===== config.mk =====
export PLATFORM = sky130hd
export DESIGN_NAME = pipelined_addsub
export DESIGN_NICKNAME = d
export VERILOG_FILES = /design/src/rtl/addsub_pkg.sv /design/src/rtl/addsub_seg_stage.sv /design/src/rtl/pipelined_addsub.sv
export SDC_FILE = /design/constraint.sdc
export NUM_CORES = 1
export LEC_CHECK = 0
export BUFFER_PORTS_ARGS = -buffer_cell sky130_fd_sc_hd__clkbuf_2
export CAP_MARGIN = 25
export CORE_UTILIZATION = 52
export DETAILED_ROUTE_END_ITERATION = 6
export PLACE_DENSITY = 0.73
export SLEW_MARGIN = 20
export SYNTH_ARGS = -nofsm -noshare
export SYNTH_HDL_FRONTEND = slang
export SYNTH_SLANG_ARGS = --single-unit

===== constraint.sdc =====
create_clock -name clk -period 2 [get_ports clk]
set_input_delay 0.1 -clock clk [delete_from_list [all_inputs] [get_ports clk]]
set_output_delay 0.1 -clock clk [all_outputs]
set_load 0.01 [all_outputs]

===== src/rtl/addsub_pkg.sv =====
// Shared types and configuration helpers for the pipelined adder/subtractor.
package addsub_pkg;

  typedef enum logic {
    OP_ADD = 1'b0,
    OP_SUB = 1'b1
  } addsub_op_e;

  // Bits handled by each carry-chain segment.
  function automatic int unsigned seg_width(input int unsigned width, input int unsigned stages);
    return (stages == 0) ? width : width / stages;
  endfunction

  function automatic bit cfg_ok(input int unsigned width, input int unsigned stages);
    return (stages >= 1) && (stages <= width) && ((width % stages) == 0);
  endfunction

endpackage


===== src/rtl/addsub_seg_stage.sv =====
// One carry-chain segment: a SEG-bit add on its slice plus the stage register and advance control.
module addsub_seg_stage #(
  parameter int unsigned WIDTH = 32,
  parameter int unsigned SEG   = 8,
  parameter int unsigned IDX   = 0,
  parameter int unsigned TAG_W = 4
) (
  input  logic             clk,
  input  logic             rst_n,
  input  logic             adv_next,
  input  logic             in_valid,
  input  logic [WIDTH-1:0] in_word,
  input  logic [WIDTH-1:0] in_b,
  input  logic             in_carry,
  input  logic             in_amsb,
  input  logic [TAG_W-1:0] in_tag,
  output logic             out_valid,
  output logic [WIDTH-1:0] out_word,
  output logic [WIDTH-1:0] out_b,
  output logic             out_carry,
  output logic             out_amsb,
  output logic [TAG_W-1:0] out_tag
);
  import addsub_pkg::*;

  localparam int unsigned Lo = IDX * SEG;

  logic             valid_q;
  logic [WIDTH-1:0] word_q;
  logic [WIDTH-1:0] b_q;
  logic             carry_q;
  logic             amsb_q;
  logic [TAG_W-1:0] tag_q;

  logic             adv;
  logic [SEG:0]     seg_sum;
  logic [WIDTH-1:0] word_d;

  // Lower bits of the word are finished sum, upper bits are still operand A.
  always_comb begin
    seg_sum = {1'b0, in_word[Lo +: SEG]} + {1'b0, in_b[Lo +: SEG]} + {{SEG{1'b0}}, in_carry};
    word_d  = in_word;
    word_d[Lo +: SEG] = seg_sum[SEG-1:0];
  end

  // An empty stage always takes its predecessor's contents, so bubbles collapse.
  assign adv = !valid_q | adv_next;

  always_ff @(posedge clk or negedge rst_n) begin
    if (!rst_n) begin
      valid_q <= 1'b0;
      word_q  <= '0;
      b_q     <= '0;
      carry_q <= 1'b0;
      amsb_q  <= 1'b0;
      tag_q   <= '0;
    end else if (adv) begin
      valid_q <= in_valid;
      if (in_valid) begin
        word_q  <= word_d;
        b_q     <= in_b;
        carry_q <= seg_sum[SEG];
        amsb_q  <= in_amsb;
        tag_q   <= in_tag;
      end
    end
  end

  assign out_valid = valid_q;
  assign out_word  = word_q;
  assign out_b     = b_q;
  assign out_carry = carry_q;
  assign out_amsb  = amsb_q;
  assign out_tag   = tag_q;

endmodule


===== src/rtl/pipelined_addsub.sv =====
// Pipelined two's-complement adder/subtractor with valid/ready streaming, tag sideband and
// signed-overflow flag; the carry chain is cut into STAGES registered segments.
module pipelined_addsub
  import addsub_pkg::*;
#(
  parameter int unsigned WIDTH  = 32,
  parameter int unsigned STAGES = 4,
  parameter int unsigned TAG_W  = 4
) (
  input  logic             clk,
  input  logic             global_resetn,
  input  logic             in_valid,
  output logic             in_ready,
  input  logic [WIDTH-1:0] in_a,
  input  logic [WIDTH-1:0] in_b,
  input  logic             in_cin,
  input  logic             in_op,
  input  logic [TAG_W-1:0] in_tag,
  output logic             out_valid,
  input  logic             out_ready,
  output logic [WIDTH-1:0] out_sum,
  output logic             out_cout,
  output logic             out_ovf,
  output logic [TAG_W-1:0] out_tag
);

  localparam int unsigned SEG = seg_width(WIDTH, STAGES);

  if (!cfg_ok(WIDTH, STAGES)) begin : gen_cfg_check
    $error("pipelined_addsub: WIDTH must be a multiple of STAGES and STAGES in 1..WIDTH");
  end

  // Index k is the input of stage k; index STAGES is the output of the last stage.
  logic [STAGES:0]              valid_c;
  logic [STAGES:0]              carry_c;
  logic [STAGES:0]              amsb_c;
  logic [STAGES:0][WIDTH-1:0]   word_c;
  logic [STAGES:0][WIDTH-1:0]   b_c;
  logic [STAGES:0][TAG_W-1:0]   tag_c;
  logic [STAGES-1:0]            adv_next;
  logic                         is_sub;

  // Subtraction is A + ~B + ~cin, so the conditioning happens once, at accept.
  assign is_sub     = (in_op == OP_SUB);
  assign valid_c[0] = in_valid;
  assign word_c[0]  = in_a;
  assign b_c[0]     = is_sub ? ~in_b : in_b;
  assign carry_c[0] = is_sub ? ~in_cin : in_cin;
  assign amsb_c[0]  = in_a[WIDTH-1];
  assign tag_c[0]   = in_tag;

  // Advance chain evaluated from the registered valids, last stage first.
  always_comb begin
    logic adv;
    adv      = out_ready;
    adv_next = '0;
    for (int k = int'(STAGES) - 1; k >= 0; k--) begin
      adv_next[k] = adv;
      adv         = !valid_c[k+1] | adv;
    end
    in_ready = adv;
  end

  for (genvar k = 0; k < STAGES; k++) begin : gen_stage
    addsub_seg_stage #(
      .WIDTH (WIDTH),
      .SEG   (SEG),
      .IDX   (k),
      .TAG_W (TAG_W)
    ) u_stage (
      .clk       (clk),
      .rst_n     (global_resetn),
      .adv_next  (adv_next[k]),
      .in_valid  (valid_c[k]),
      .in_word   (word_c[k]),
      .in_b      (b_c[k]),
      .in_carry  (carry_c[k]),
      .in_amsb   (amsb_c[k]),
      .in_tag    (tag_c[k]),
      .out_valid (valid_c[k+1]),
      .out_word  (word_c[k+1]),
      .out_b     (b_c[k+1]),
      .out_carry (carry_c[k+1]),
      .out_amsb  (amsb_c[k+1]),
      .out_tag   (tag_c[k+1])
    );
  end

  assign out_valid = valid_c[STAGES];
  assign out_sum   = word_c[STAGES];
  assign out_cout  = carry_c[STAGES];
  assign out_tag   = tag_c[STAGES];
  // Overflow when both addends share a sign that the result does not.
  assign out_ovf   = (amsb_c[STAGES] == b_c[STAGES][WIDTH-1]) &
                     (word_c[STAGES][WIDTH-1] != amsb_c[STAGES]);

  // Only the MSB of the conditioned B is needed once the chain is complete.
  logic unused_b;
  assign unused_b = ^b_c[STAGES];

endmodule


Yosys cells after proc, flatten, opt, wreduce, memory -nomap -nowiden
Index checks and enable logic that the tools add are counted.

Output and inout bits: 40. Register bits: 284. Input port bits: 74. Bits in read-only memories: 0. RAM bits: 0. Memories: 0. Word-level logic and storage cells: 51. Latch bits: 0.

Reductions and logical operators: 8. Shift operators: 0. Add/sub/neg operators: 8. Bitwise gates (word level): 7. Eq/ne operators: 2. Multiply operators: 0. Div/mod/pow operators: 0. $lt $le $gt $ge: 0. Muxes and demuxes: 2.

Operators with widths (count): $add 8x8->9 (4); $add 9x1->9 (4); $mux 32 (1); $not 32->32 (1); $reduce_and 2->1 (4); $logic_not 1->1 (4); $or 1x1->1 (4); $and 1x1->1 (1); $eq 1x1->1 (1); $mux 1 (1); $ne 1x1->1 (1); $not 1->1 (1).

Longest topological paths before layout
Gate-level depths: netlist of run 1.

Word-level depth: 6. Gate-level depth with buffers: 11. Gate-level depth less buffers: 9.

Modules after synthesis
Synthesis of run 1 repeated with hierarchy kept, for this count alone.

Cell total of the unflattened synthesis: 1396. Area total of the unflattened synthesis: 12628.4 µm².

By module, submodules not included: addsub_seg_stage at gen_stage[1].u_stage ... (instances 2, cells each 339, area each 3074.2 µm²); addsub_seg_stage at gen_stage[0].u_stage (instances 1, cells each 338, area each 3076.7 µm²); addsub_seg_stage at gen_stage[2].u_stage (instances 1, cells each 335, area each 3001.6 µm²); pipelined_addsub (instances 1, cells each 45, area each 401.6 µm²).

Worst setup path after synthesis of run 1
Ideal clock, no wire load.

Path type: input to register. From: input in_op. To: register gen_stage[0].u_stage.carry_q. Data required time: 1.866 ns. Cell stages on the path: 11. Setup slack: -0.277 ns. Data arrival time: 2.143 ns. Library setup time: 0.134 ns. Cells stage by stage: buf_2 buf_2 xor2_1 fa_1 inv_1 fa_1 nor2b_4 o31ai_4 a21oi_2 a2111oi_0 nor3_1.

Cells in the longest elaborated chain, start to end: 3. Elaborated cells on any way between the ends: 4.

Ends and longest elaborated chain: start, declared (line pipelined_addsub.sv:17) `input logic in_op,`; $mux 32 (line pipelined_addsub.sv:47) `assign b_c[0] = is_sub ? ~in_b : in_b;`; $add 8x8->9 (line addsub_seg_stage.sv:41) `seg_sum = {1'b0, in_word[Lo +: SEG]} + {1'b0, in_b[Lo +: SEG]} + {{SEG{1'b0}}, in_carry};`; $add 9x1->9 (*) (line addsub_seg_stage.sv:41); end signal, assigned (line addsub_seg_stage.sv:62) `carry_q <= seg_sum[SEG];`; end, declared (line addsub_seg_stage.sv:31) `logic carry_q;`.

Every way passes the cells marked *; elsewhere a longest branch is shown, timed or not. A chain may end at the register's enable or synchronous reset.

Final worst setup path of run 1
From: register gen_stage[2].u_stage.b_q[24]. To: register gen_stage[3].u_stage.word_q[30].

Cells in the longest elaborated chain, start to end: 2.

Ends and longest elaborated chain: start, declared (line addsub_seg_stage.sv:30) `logic [WIDTH-1:0] b_q;`; start signal, assigned (line addsub_seg_stage.sv:61) `b_q <= in_b;`; $add 8x8->9 (line addsub_seg_stage.sv:41); $add 9x1->9 (line addsub_seg_stage.sv:41); end signal, assigned (line addsub_seg_stage.sv:60) `word_q <= word_d;`; end, declared (line addsub_seg_stage.sv:29) `logic [WIDTH-1:0] word_q;`.

Every way passes these cells.

==> run metrics, run 1 <==
setup TNS=0 ns; mapped cell area=9080 um2; clk_skew=0.00551 ns; Max FO, Critical Path=3; register share of total power=0.417; status=complete, no violations; EDFF count, synth=0; detailed-route via count=5845; top cells by area, synth=dfrtp_1, mux2_2, ha_1, o21ai_0, xor2_1; Rel. slew slack=0.637; core area=16800 um2; initial antenna violation count=0; first-iteration detailed-routing DRC count=192; most frequent cells in the layout=dfrtp_1, mux2_2, clkbuf_2, o21ai_0, nand2_1; Pint=10.5 mW; Worst EP arrival=2.33 ns; FFs w/ async S/R, synth=1.00; Finished Layout Cells=1118; Root Driver=clkbuf_16; die area=18000 um2; Max Fclk=510 MHz; grt total ovfl=0; Slew Viols, Final=0; first-pass GRT wire length=29700 um; Syn Area/Cell=13.1 um2; fin nets=994; min-delay worst type=input port to register; Starting Density=0.540; Num CTS Buffers=21; Detailed Routing Iterations Pass 1=4; CTS H-tree depth=1; VDD IR max=0.712 mV; top cell type's share of synthesized area=0.557; drt via density=5.23; area leader, netlist=dfrtp_1; hold path depth=4; Area growth, synth to finish=25.5%; DRC viols=0; die extent in y=134 um; Final Hold Fails=0; vias in the first global route=6093; Wirelength per Cell=16.0 um; IO buf count=113; worst path required time=2.37 ns; switching power=4.72 mW; R2R depth=8; Net Count, Synth=804; Yosys reg bits=202; P per Cell Area=1340 nW/um2; layout cells sized above 1=0.389; setup violators final=0; Logic pwr share=0.325; clk buf depth=3; io pins=114; site row count=47; pin slew with the least headroom to its limit=0.545 ns; placed cell count=1021; crit path capture type=register; hpwl dp=12200 um; total global-route track usage=0.206; static leakage=5.19 nW; Antenna diodes=0; Post-Route WL=17900 um; CTS clock-pin slew for the worst setup and hold paths=0.06 ns; CTS sink cnt=202; largest net degree at the start of global routing=66; Yosys Warn Count=0; die width=134 um; Clk pwr share=0.257; share of the yosys chip area belonging to registers=0.557; clk_lat worst skew=0.49 ns; Cells after Synth=694; Final Power=15.3 mW; TritonCTS clock tree=done; most common cell after layout, fill and taps aside=dfrtp_1; Period Utilization, post-route=0.980; global placement routability congestion=0.919; count of cell types in the netlist=42; RSZ-0062 raised after global routing=yes; maximum capacitance violations=0; CP Launch Type=register; Sw Share=0.310; WS Path Type=register to register; crit path time final=1.96 ns; top_reg_cell synth=dfrtp_1; Final ANT Viol Nets=0
==> critical path: stages (launching register included) <==
cell	delay [ns]
dfrtp_1	0.41
fa_2	0.42
inv_2	0.07
fa_2	0.21
nor2b_2	0.06
o31ai_4	0.23
nand2b_1	0.13
a211oi_2	0.23
o31ai_1	0.08
==> layer usage <==
layer  track usage  share of wire  up-vias
met5             0              0        -
met4        0.0618          0.022        0
met3        0.0314          0.046       38
met2         0.351           0.49      136
met1         0.274           0.44     2871
li1              -              -     2800
==> cell usage after synthesis (all sizes together), types with 5 or more instances <==
master,number
fa,8
a21oi,20
o21ai,64
nand2,59
buf,27
ha,28
xor2,25
mux2,143
xnor2,24
o31ai,8
dfrtp,202
nor2b,5
inv,15
a211oi,8
nor2,17
nor3,5
nand2b,9
==> power by group through the flow <==
stage | Combinational [mW] | Sequential [mW] | Clock (mW)
after floorplan | 3.04 | 6.31 | 0
after global placement | 4.32 | 6.34 | 0
after detailed placement | 4.55 | 6.44 | 0
after CTS | 4.74 | 6.38 | 4.00
after global routing | 5.46 | 6.56 | 4.16
final | 4.96 | 6.37 | 3.92
==> registers in the layout, summed over array words and instances (netlist names) <==
name	flops
gen_stage.u_stage.out_amsb	4
gen_stage.u_stage.out_carry	4
gen_stage.u_stage.out_valid	4
gen_stage.u_stage.out_tag	16
gen_stage.u_stage.out_word	125
gen_stage.u_stage.out_b	49
==> timing repair <==
action	CTS	global route
endpoints found under the setup margin	11	14
hold buffers	54	0
buffers inserted	1	5
pin swaps	4	16
endpoints found under the hold margin	116	0
gates resized for setup	7	19
==> cells by family after synthesis <==
family                     share of synthesized area
AOI/OAI and AO/OA                             0.0797
xor gates and xnor gates                      0.0473
adders and majority gates                     0.0562
buffers and inverters                         0.0306
DFF                                            0.557
muxes                                          0.177
and+or+nand+nor                               0.0518
==> area by class of cell <==
class,instances,area (um2)
clock buffers,33,631
clock inverters,4,70.1
fillers,1244,5430
inverters,15,56.3
multi-input cells,447,3850
flip-flops and latches,202,5050
well taps,220,275
repair buffers,197,1450
==> final timing paths <==
| kind | startpoint | endpoint | slack, ns |
|---|---|---|---|
| min reg2reg | gen_stage[0].u_stage.out_b[30] | gen_stage[0].u_stage.out_b[30] | 0.47 |
| max | gen_stage[2].u_stage.out_b[24] | gen_stage[3].u_stage.out_word[30] | 0.04 |
| max reg2reg | gen_stage[2].u_stage.out_b[24] | gen_stage[3].u_stage.out_word[30] | 0.04 |
| min in group asynchronous | global_resetn | gen_stage[1].u_stage.out_word[29] | 0.19 |
| min | out_ready | gen_stage[0].u_stage.out_valid | 0.04 |
| max in group asynchronous | global_resetn | gen_stage[0].u_stage.out_word[7] | 1.16 |
==> stage by stage <==
step / worst slack [ns] / hold slack (ns) / util / cell area [um2]
after floorplan: -0.0700 / -0.196 / - / 9110
after global placement: -0.000657 / 0.126 / 0.596 / 10000
after detailed placement: -0.120 / 0.139 / 0.596 / 10000
after CTS: -0.0340 / 0.0205 / 0.672 / 11300
after global routing: -0.0608 / 0.0381 / 0.677 / 11400
final: 0.0407 / 0.0421 / 0.677 / 11400
Power figures use the tool's default switching activity.
==> run 2, diff against run 1 <==
--- a/config.mk
+++ b/config.mk
@@ -10,5 +10,5 @@
 export CORE_UTILIZATION = 52
 export DETAILED_ROUTE_END_ITERATION = 6
-export PLACE_DENSITY = 0.73
+export PLACE_DENSITY = 0.79
 export SLEW_MARGIN = 20
 export SYNTH_ARGS = -nofsm -noshare
==> constraint.sdc (replaced) <==
create_clock -name clk -period 2 [get_ports clk]
set_input_delay 0.4 -clock clk [delete_from_list [all_inputs] [get_ports clk]]
set_output_delay 0.4 -clock clk [all_outputs]
set_load 0.01 [all_outputs]
==> run metrics, run 2 (synthesis gave the netlist of run 1 again) <==
status=complete, no violations; R2R Path Start=gen_stage[2].u_stage.out_b[24]; hold path depth=2 (-2); RSZ-0062 raised after global routing=yes; R2R depth=9 (+1); DRC viols=0 (unchanged); clk_lat worst skew=0.50 ns (about the same); R2R Setup Slk=0.02 ns (-0.02 ns); IO buf count=113 (unchanged); Starting Density=0.540 (unchanged); initial antenna violation count=0 (unchanged); core area=16800 um2 (unchanged); die area=18000 um2 (unchanged); detailed-route via count=5642 (-3.5%); P per Cell Area=1400 nW/um2 (+4.4%); Root Driver=clkbuf_16; Period Utilization, post-route=0.992 (+0.0121); io pins=114 (unchanged); clk buf depth=3 (unchanged); crit path capture type=register; worst path required time=2.39 ns (+0.02 ns); die width=134 um (unchanged); first-pass GRT wire length=28300 um (-4.4%); site row count=47 (unchanged); Detailed Routing Iterations Pass 1=4 (unchanged); most frequent cells in the layout=dfrtp_1, mux2_2, clkbuf_2, o21ai_0, nand2_1; layout cells sized above 1=0.429 (+0.0401); CTS clock-pin slew for the worst setup and hold paths=0.06 ns (about the same); maximum capacitance violations=0 (unchanged); clk_skew=0.0197 ns (+0.0142 ns); Num CTS Buffers=22 (+4.8%); CP Launch Type=register; pin slew with the least headroom to its limit=0.452 ns (-0.0930 ns); Wirelength per Cell=15.4 um (-3.9%); first-iteration detailed-routing DRC count=192 (unchanged); Area growth, synth to finish=21.9%; global placement routability congestion=0.812 (-12%); Max FO, Critical Path=3 (unchanged); Largest register FFs=125 (unchanged); FF-to-FF End=gen_stage[3].u_stage.out_word[28]; static leakage=5.09 nW (-1.8%); Final Hold Fails=0 (unchanged); Finished Cell Area=11100 um2 (-2.8%); vias in the first global route=5806 (-4.7%); WS Path Type=register to register; CTS sink cnt=202 (unchanged); Rel. slew slack=0.699 (+0.0620); total global-route track usage=0.197 (-0.00916); Final ANT Viol Nets=0 (unchanged); setup violators final=0 (unchanged); Area after DPL=10100 um2 (+1.1%); min-delay worst type=input port to register; worst setup path start=gen_stage[2].u_stage.out_b[24]; grt total ovfl=0 (unchanged); TritonCTS clock tree=done; Slew Viols, Final=0 (unchanged); hpwl dp=11500 um (-5.3%); Post-Route WL=16700 um (-6.9%); die extent in y=134 um (unchanged); drt via density=5.21 (-0.35%); largest net degree at the start of global routing=54 (-18%); Worst EP arrival=2.37 ns (+0.04 ns); setup TNS=0 ns (unchanged); fin nets=957 (-3.7%); Antenna diodes=0 (unchanged); Max Fclk=504 MHz (-1.2%); most common cell after layout, fill and taps aside=dfrtp_1; VDD IR max=0.724 mV (+1.8%); crit path time final=1.98 ns (+0.0242 ns); CTS H-tree depth=1 (unchanged); crit path capture=gen_stage[3].u_stage.out_word[28]
-- run 2: cell count changes in the layout (fill, tap and decap cells not counted), moves of 3 or more --
cell / change
dlygate4sd3_1: -53
buf_4: +15
clkbuf_8: -3
clkinv_2: +4
-- run 2: timing repair --
| action | in CTS | in global routing |
|---|---|---|
| pin swaps | 6 | 14 |
| buffers inserted | 4 | 2 |
| hold endpoints to repair | 45 | 0 |
| gates resized for setup | 10 | 18 |
| cloned | 0 | 0 |
| hold buffers | 1 | 0 |
| setup endpoints to repair | 9 | 15 |
-- run 2: worst min path at each step --
| stage | start | endpoint | slack [ns] |
|---|---|---|---|
| 6_report | in_a[23] | gen_stage[0].u_stage.out_word[23] | 0.11 |
| 3_3_place_gp | global_resetn | gen_stage[3].u_stage.out_word[17] | 0.39 |
| 5_1_grt | in_a[23] | gen_stage[0].u_stage.out_word[23] | 0.10 |
| 4_1_cts | in_a[23] | gen_stage[0].u_stage.out_word[23] | 0.1 |
| 2_1_floorplan | global_resetn | gen_stage[0].u_stage.out_amsb | 0.10 |
| 3_5_place_dp | global_resetn | gen_stage[3].u_stage.out_word[19] | 0.40 |
-- run 2: critical path, cell delays in order, from the launching register on --
cell and delay (ns):
dfrtp_1 0.39, fa_2 0.24, inv_2 0.04, fa_2 0.36, nor2b_4 0.16, o31ai_4 0.09
buf_4 0.14, buf_4 0.12, buf_4 0.12, a41o_1 0.21
-- run 2: stage by stage --
stage | power (mW) | hold slack [ns] | cells | util | worst slack, ns
final | 15.5 | 0.108 | 1083 | 0.658 | 0.0165
after global routing | 16.5 | 0.103 | 1083 | 0.658 | -0.0513
after CTS | 15.4 | 0.0999 | 1081 | 0.653 | 0.0103
after detailed placement | 10.9 | 0.396 | 1036 | 0.602 | -0.338
after global placement | 10.7 | 0.391 | 1036 | 0.602 | -0.283
after floorplan | 9.36 | 0.104 | 694 | - | -0.333
-- run 2: final cells by class --
class                   instances  area (um2)
fillers                      1267        5750
flip-flops and latches        202        5050
multi-input cells             447        3860
repair buffers                159        1030
clock buffers                  30         632
well taps                     220         275
clock inverters                10         150
inverters                      15        56.3
-- run 2: power by group --
part	internal, mW	leakage [nW]	switching, mW	total [mW]
Combinational	2.60	2.29	2.25	4.85
Clock	2.72	0.390	1.57	4.29
Sequential	5.52	2.41	0.811	6.33
Total	10.8	5.09	4.63	15.5
-- run 2: routing by layer --
layer / vias to the layer above / global-route usage / routed length (um)
met5: - / 0 / 0
met3: 30 / 0.0344 / 626
li1: 2738 / - / -
met2: 107 / 0.329 / 8060
met1: 2767 / 0.265 / 7540
met4: 0 / 0.0574 / 429
